File: config.mk
export PLATFORM = sky130hd
export DESIGN_NAME = fb_ifetch
export DESIGN_NICKNAME = d
export VERILOG_FILES = /design/src/rtl/fb_ifetch_pkg.sv /design/src/rtl/fb_ifetch_pcgen.sv /design/src/rtl/fb_ifetch.sv
export SDC_FILE = /design/constraint.sdc
export NUM_CORES = 1
export LEC_CHECK = 0
export CAP_MARGIN = 10
export CORE_ASPECT_RATIO = 0.6
export CORE_MARGIN = 1
export CORE_UTILIZATION = 42
export CTS_CLUSTER_DIAMETER = 100
export CTS_CLUSTER_SIZE = 25
export DETAILED_ROUTE_END_ITERATION = 10
export PLACE_DENSITY = 0.81
export SETUP_SLACK_MARGIN = 0.02
export SLEW_MARGIN = 20
export SYNTH_ARGS = -nofsm -noshare
export SYNTH_HDL_FRONTEND = slang
export SYNTH_SLANG_ARGS = --single-unit
File: constraint.sdc
create_clock -name clk -period 2.69 [get_ports clk]
set_input_delay 0.4035 -clock clk [delete_from_list [all_inputs] [get_ports clk]]
set_output_delay 0.4035 -clock clk [all_outputs]
set_load 0.05 [all_outputs]
File: src/rtl/fb_ifetch_pkg.sv
// Shared types and constants for the fb_ifetch instruction-fetch stage.
// FB_IF_ALIGN_CHECK_EN adds the terminal HALT state for misaligned branches.
package fb_ifetch_pkg;

    localparam int unsigned FB_32BITS = 32;
    localparam logic [FB_32BITS-1:0] FB_NOP = 32'h0000_0013;

    typedef enum logic [2:0] {
        FB_IF_FETCH = 3'd0,
        FB_IF_WAIT  = 3'd1,
        FB_IF_DROP  = 3'd2,
        FB_IF_HOLD  = 3'd3
`ifdef FB_IF_ALIGN_CHECK_EN
        ,
        FB_IF_HALT  = 3'd4
`endif
    } fb_if_state_e;

    // Sequential PC increment; wraps modulo 2^32
    function automatic logic [FB_32BITS-1:0] fb_pc_inc(input logic [FB_32BITS-1:0] pc);
        return pc + FB_32BITS'(4);
    endfunction

endpackage

File: src/rtl/fb_ifetch_pcgen.sv
// Program counter register and next-PC select (reset, +4, branch).
// With FB_IF_ALIGN_CHECK_EN, misaligned branch targets are rejected and flagged.
module fb_ifetch_pcgen
    import fb_ifetch_pkg::*;
#(
    parameter logic [FB_32BITS-1:0] RESET_PC = 32'h0000_0000
) (
    input  logic                 clk,
    input  logic                 rst,
    input  logic                 br_en_i,
    input  logic [FB_32BITS-1:0] br_pc_i,
    input  logic                 inc_en_i,
    output logic [FB_32BITS-1:0] pc_o,
    output logic                 bad_br_c,
    output logic                 misalign_o
);

    logic [FB_32BITS-1:0] pc_q;
    logic [FB_32BITS-1:0] pc_d;
    logic [FB_32BITS-1:0] tgt;

    always_comb begin
        bad_br_c = 1'b0;
        tgt      = br_pc_i & ~FB_32BITS'(3);
`ifdef FB_IF_ALIGN_CHECK_EN
        bad_br_c = br_en_i && (br_pc_i[1:0] != 2'b00);
        tgt      = br_pc_i;
`endif
        pc_d = pc_q;
        if (br_en_i) begin
            if (!bad_br_c) begin
                pc_d = tgt;
            end
        end else if (inc_en_i) begin
            pc_d = fb_pc_inc(pc_q);
        end
    end

    always_ff @(posedge clk) begin
        if (rst) begin
            pc_q <= RESET_PC;
        end else begin
            pc_q <= pc_d;
        end
    end

`ifdef FB_IF_ALIGN_CHECK_EN
    logic misalign_q;

    // Sticky until reset
    always_ff @(posedge clk) begin
        if (rst) begin
            misalign_q <= 1'b0;
        end else begin
            misalign_q <= misalign_q | bad_br_c;
        end
    end

    assign misalign_o = misalign_q;
`else
    assign misalign_o = 1'b0;
`endif

    assign pc_o = pc_q;

endmodule

File: src/rtl/fb_ifetch.sv
// Instruction-fetch stage: one outstanding imem read, lock buffering, branch redirect.
// FB_IF_ALIGN_CHECK_EN enables the misaligned-branch HALT behaviour.
module fb_ifetch
    import fb_ifetch_pkg::*;
#(
    parameter logic [FB_32BITS-1:0] RESET_PC = 32'h0000_0000
) (
    input  logic                 clk,
    input  logic                 rst,
    input  logic                 lock,
    input  logic                 branch_en,
    input  logic [FB_32BITS-1:0] branch_pc,
    output logic                 imem_req,
    output logic [FB_32BITS-1:0] imem_addr,
    input  logic                 imem_rvalid,
    input  logic [FB_32BITS-1:0] imem_rdata,
    output logic                 if_we,
    output logic [FB_32BITS-1:0] if_pc,
    output logic [FB_32BITS-1:0] if_inst,
    output logic                 if_misalign
);

    fb_if_state_e         state_q;
    fb_if_state_e         state_d;
    logic [FB_32BITS-1:0] hold_q;
    logic [FB_32BITS-1:0] hold_d;
    logic [FB_32BITS-1:0] pc;
    logic [FB_32BITS-1:0] inst_c;
    logic                 req_c;
    logic                 we_c;
    logic                 inc_en;
    logic                 br_take;
    logic                 bad_br_c;
    logic                 halted;

`ifdef FB_IF_ALIGN_CHECK_EN
    assign halted = (state_q == FB_IF_HALT);
`else
    assign halted = 1'b0;
`endif

    // A halted stage ignores further redirects
    assign br_take = branch_en && !halted;

    fb_ifetch_pcgen #(
        .RESET_PC (RESET_PC)
    ) u_pcgen (
        .clk        (clk),
        .rst        (rst),
        .br_en_i    (br_take),
        .br_pc_i    (branch_pc),
        .inc_en_i   (inc_en),
        .pc_o       (pc),
        .bad_br_c   (bad_br_c),
        .misalign_o (if_misalign)
    );

    always_comb begin
        state_d = state_q;
        hold_d  = hold_q;
        req_c   = 1'b0;
        we_c    = 1'b0;
        inst_c  = imem_rdata;
        inc_en  = 1'b0;
        case (state_q)
            FB_IF_FETCH: begin
                if (!br_take) begin
                    req_c   = 1'b1;
                    state_d = FB_IF_WAIT;
                end
            end
            FB_IF_WAIT: begin
                if (br_take) begin
                    state_d = imem_rvalid ? FB_IF_FETCH : FB_IF_DROP;
                end else if (imem_rvalid) begin
                    if (lock) begin
                        hold_d  = imem_rdata;
                        state_d = FB_IF_HOLD;
                    end else begin
                        we_c    = 1'b1;
                        inc_en  = 1'b1;
                        state_d = FB_IF_FETCH;
                    end
                end
            end
            FB_IF_DROP: begin
                if (imem_rvalid) begin
                    state_d = FB_IF_FETCH;
                end
            end
            FB_IF_HOLD: begin
                if (br_take) begin
                    state_d = FB_IF_FETCH;
                end else if (!lock) begin
                    we_c    = 1'b1;
                    inst_c  = hold_q;
                    inc_en  = 1'b1;
                    state_d = FB_IF_FETCH;
                end
            end
            default: begin
                state_d = state_q;
            end
        endcase
`ifdef FB_IF_ALIGN_CHECK_EN
        if (bad_br_c) begin
            state_d = FB_IF_HALT;
        end
`endif
        // Nothing leaves the stage while reset is asserted
        if (rst) begin
            req_c = 1'b0;
            we_c  = 1'b0;
        end
    end

    always_ff @(posedge clk) begin
        if (rst) begin
            state_q <= FB_IF_FETCH;
            hold_q  <= FB_NOP;
        end else begin
            state_q <= state_d;
            hold_q  <= hold_d;
        end
    end

    assign imem_req  = req_c;
    assign imem_addr = pc;
    assign if_we     = we_c;
    assign if_pc     = rst ? RESET_PC : pc;
    assign if_inst   = we_c ? inst_c : FB_NOP;

endmodule

==> impl_results.md <==
- Num rows: 26
- CTS Root Buffer Type: clkbuf_16
- Synth area leaders: dfxtp_1 35%, nand2_1 16%, a21oi_1 10%
- NetSw: 0.0007754 W
- CTS max path bufs: 2
- Slew margin rel.: 0.4009
- Fin. Hold Viols: 0
- Routed Antenna Nets: 0
- First-pass DRT Iterations: 5
- DR DRC count: 0
- Post-CTS Repair Setup Buffers: 0
- Seq/Total Area, Yosys: 0.3485
- Max-cap viol count: 0
- RSZ-0062 raised after global routing: no
- H-tree depth: 3
- Place WS: 0.001727 ns
- I/O Pins: 168
- CTS Buf Count: 9
- Clock Power Share: 0.386
- Yosys warning total: 0
- Worst-Margin Slew: 0.8987 ns
- Most Frequent Cell on Critical Path: buf_12
- Latest clock arrival within the worst-skew pair: 0.32 ns
- DIE AREA: 9143 µm²
- Worst-case clock skew: 0.007099 ns
- Top FF cell, synth: dfxtp_1
- Buffers & Inverters on Critical Path: 3
- Crit-path cells: clkdlybuf4s50_1 > nand2b_1 > nor3b_2 > buf_12 > nand2_1 > a21oi_1 > buf_12
- GRT Util Overall: 0.2651
- Sink Count: 64
- Mapped cell area: 3676 µm²
- Drt initial violations: 253
- Synth top area share: 0.3485
- Highest cell delay on the worst timing path: 0.49 ns
- Power Dens Cells: 432.8 nW/µm²
- Critical path endpoint category: primary output
- CTS tree: done
- Core footprint: 8491 µm²
- Post-CTS resize count: 1
- Number of global-route vias before repair: 3960
- Seq pwr share: 0.396
- Count leader, synth: nand2_1
- Initial antenna violation count: 0
- Syn Inst Count: 530
- DR vias: 4473
- Fin crit period: 2.581 ns
- Worst EP required: 2.29 ns
- RD Place Congestion: 0.8622
- Logic pwr share: 0.217
- Worst vdd ir: 0.3114 mV
- Pins Over Slew Limit: 0
- Post-synthesis cell type count: 57
- First-pass GRT wire length: 18930 µm
- Drt via density: 5.605
- Die Height: 74.47 µm
- Layout Area Growth over Synthesis: 63.78%
- Setup-failing EPs final: 0
- Hold Crit Class: reg -> reg
- Routed wire length: 12360 µm
- GRT overflow: 0
- Fmax: 387.4 MHz
- Final Worst Setup Slack: 0.1089 ns
- Share of layout cells above drive strength 1: 0.1268
- Flops & latches, synth: 64
- Antenna Cells: 0
- PortBufs: 160
- CP Class: in -> out
- Largest area contributor in the netlist: dfxtp_1
- Commonest cells post-synth: 159 x nand2_1, 76 x a21oi_1, 64 x dfxtp_1
- Nets: 752
- Reg clk slew, reported paths: 0.05 ns
- Mapped Avg Cell Area: 6.936 µm²
- Net Sw Frac: 0.2976
- Initial core utilization: 0.4330
- Detailed placer's ending HPWL: 8757 µm
- Final period utilization: 0.9595
- EDFF count, synth: 0
- Pint: 0.001830 W
- Critical Path Fanout Max: 32
- Largest net degree at the start of global routing: 46
- Pleak: 2.182 nW
- Hold-fix buffers, CTS: 0
- DR WL/cell: 15.48 µm
- Die X: 122.8 µm
- Startpoint Class: primary input
- Asr flop ratio synth: 0
- Worst Path Arrival: 2.18 ns
- Status: finished clean
- Crit-path leading delay family: buffers and inverters
- CP max-delay cell: clkdlybuf4s50_1
- Setup TNS: 0 ns
-- placed cells by master (no fill, tap or decap), types with 12 or more instances in the layout --
cell | netlist | layout
a31oi_1 | 12 | 12
nor2b_1 | 26 | 25
nand2_1 | 159 | 159
nand3_1 | 12 | 12
a21oi_1 | 76 | 74
buf_12 | 0 | 33
nand4_1 | 13 | 13
clkdlybuf4s50_1 | 0 | 125
nor2_1 | 23 | 22
buf_4 | 5 | 22
dfxtp_1 | 64 | 64
-- area by class of cell --
class	count	area [µm²]
Clock buffer	11	232.7
Sequential cell	64	1281
Timing Repair Buffer	181	2088
Inverter	7	26.28
Fill cell	667	2470
Clock inverter	4	22.52
Tap cell	112	140.1
Multi-Input combinational cell	419	2230
-- layer usage --
metal,share of wire,vias up,track usage
met5,0,-,0
met4,0.018,0,0.08672
li1,-,2123,-
met1,0.44,2110,0.3628
met2,0.46,211,0.4120
met3,0.081,29,0.06442
-- cell families (layout without fill, tap and decap cells) --
logic type	count (synthesis)	in the layout	share of synthesized area
simple gates	274	274	0.3547
compound gates	127	127	0.2042
flops	64	64	0.3485
buf+inv	51	203	0.05854
xor+xnor	10	10	0.02382
mux	2	2	0.005786
fa+ha+maj	1	1	0.003403
other cells	1	5	0.001020
-- registers in the layout, summed over array words and instances (netlist names) --
name and flops:
state_q 2, u_pcgen.pc_o 30, hold_q 32
-- per-stage QoR --
stage	total power, W	hold WS (ns)	instances	instance area (µm²)	utilization
after floorplan	0.001360	0.4366	534	3697	-
after global placement	0.001600	0.4416	783	5744	0.6765
after CTS	0.002620	0.4534	798	6002	0.7069
after detailed placement	0.001611	0.4465	783	5744	0.6765
after global routing	0.002712	0.4700	798	6021	0.7091
final	0.002606	0.4543	798	6021	0.7091
-- worst min-delay path: stages, from the launching register on --
cell and delay [ns]:
dfxtp_1 0.30, nand2_1 0.05, a21oi_1 0.05
-- worst paths after layout --
check | startpoint | end | slack (ns) | cells past startpoint
setup / recovery | lock | if_inst[14] | 0.11 | 7
hold / removal | hold_q[6] | hold_q[6] | 0.45 | 2
setup reg to reg | u_pcgen.pc_o[2] | u_pcgen.pc_o[18] | 0.46 | 7
hold reg to reg | hold_q[6] | hold_q[6] | 0.45 | 2
-- power groups by stage --
stage / Combinational (W) / Sequential (W) / Clock (W)
6_report: 0.000566 / 0.00103 / 0.00101
4_1_cts: 0.000565 / 0.00103 / 0.00102
5_1_grt: 0.000595 / 0.00104 / 0.00108
3_5_place_dp: 0.000561 / 0.00105 / 0
2_1_floorplan: 0.000231 / 0.00113 / 0
3_3_place_gp: 0.000553 / 0.00105 / 0
Power figures use the tool's default switching activity.
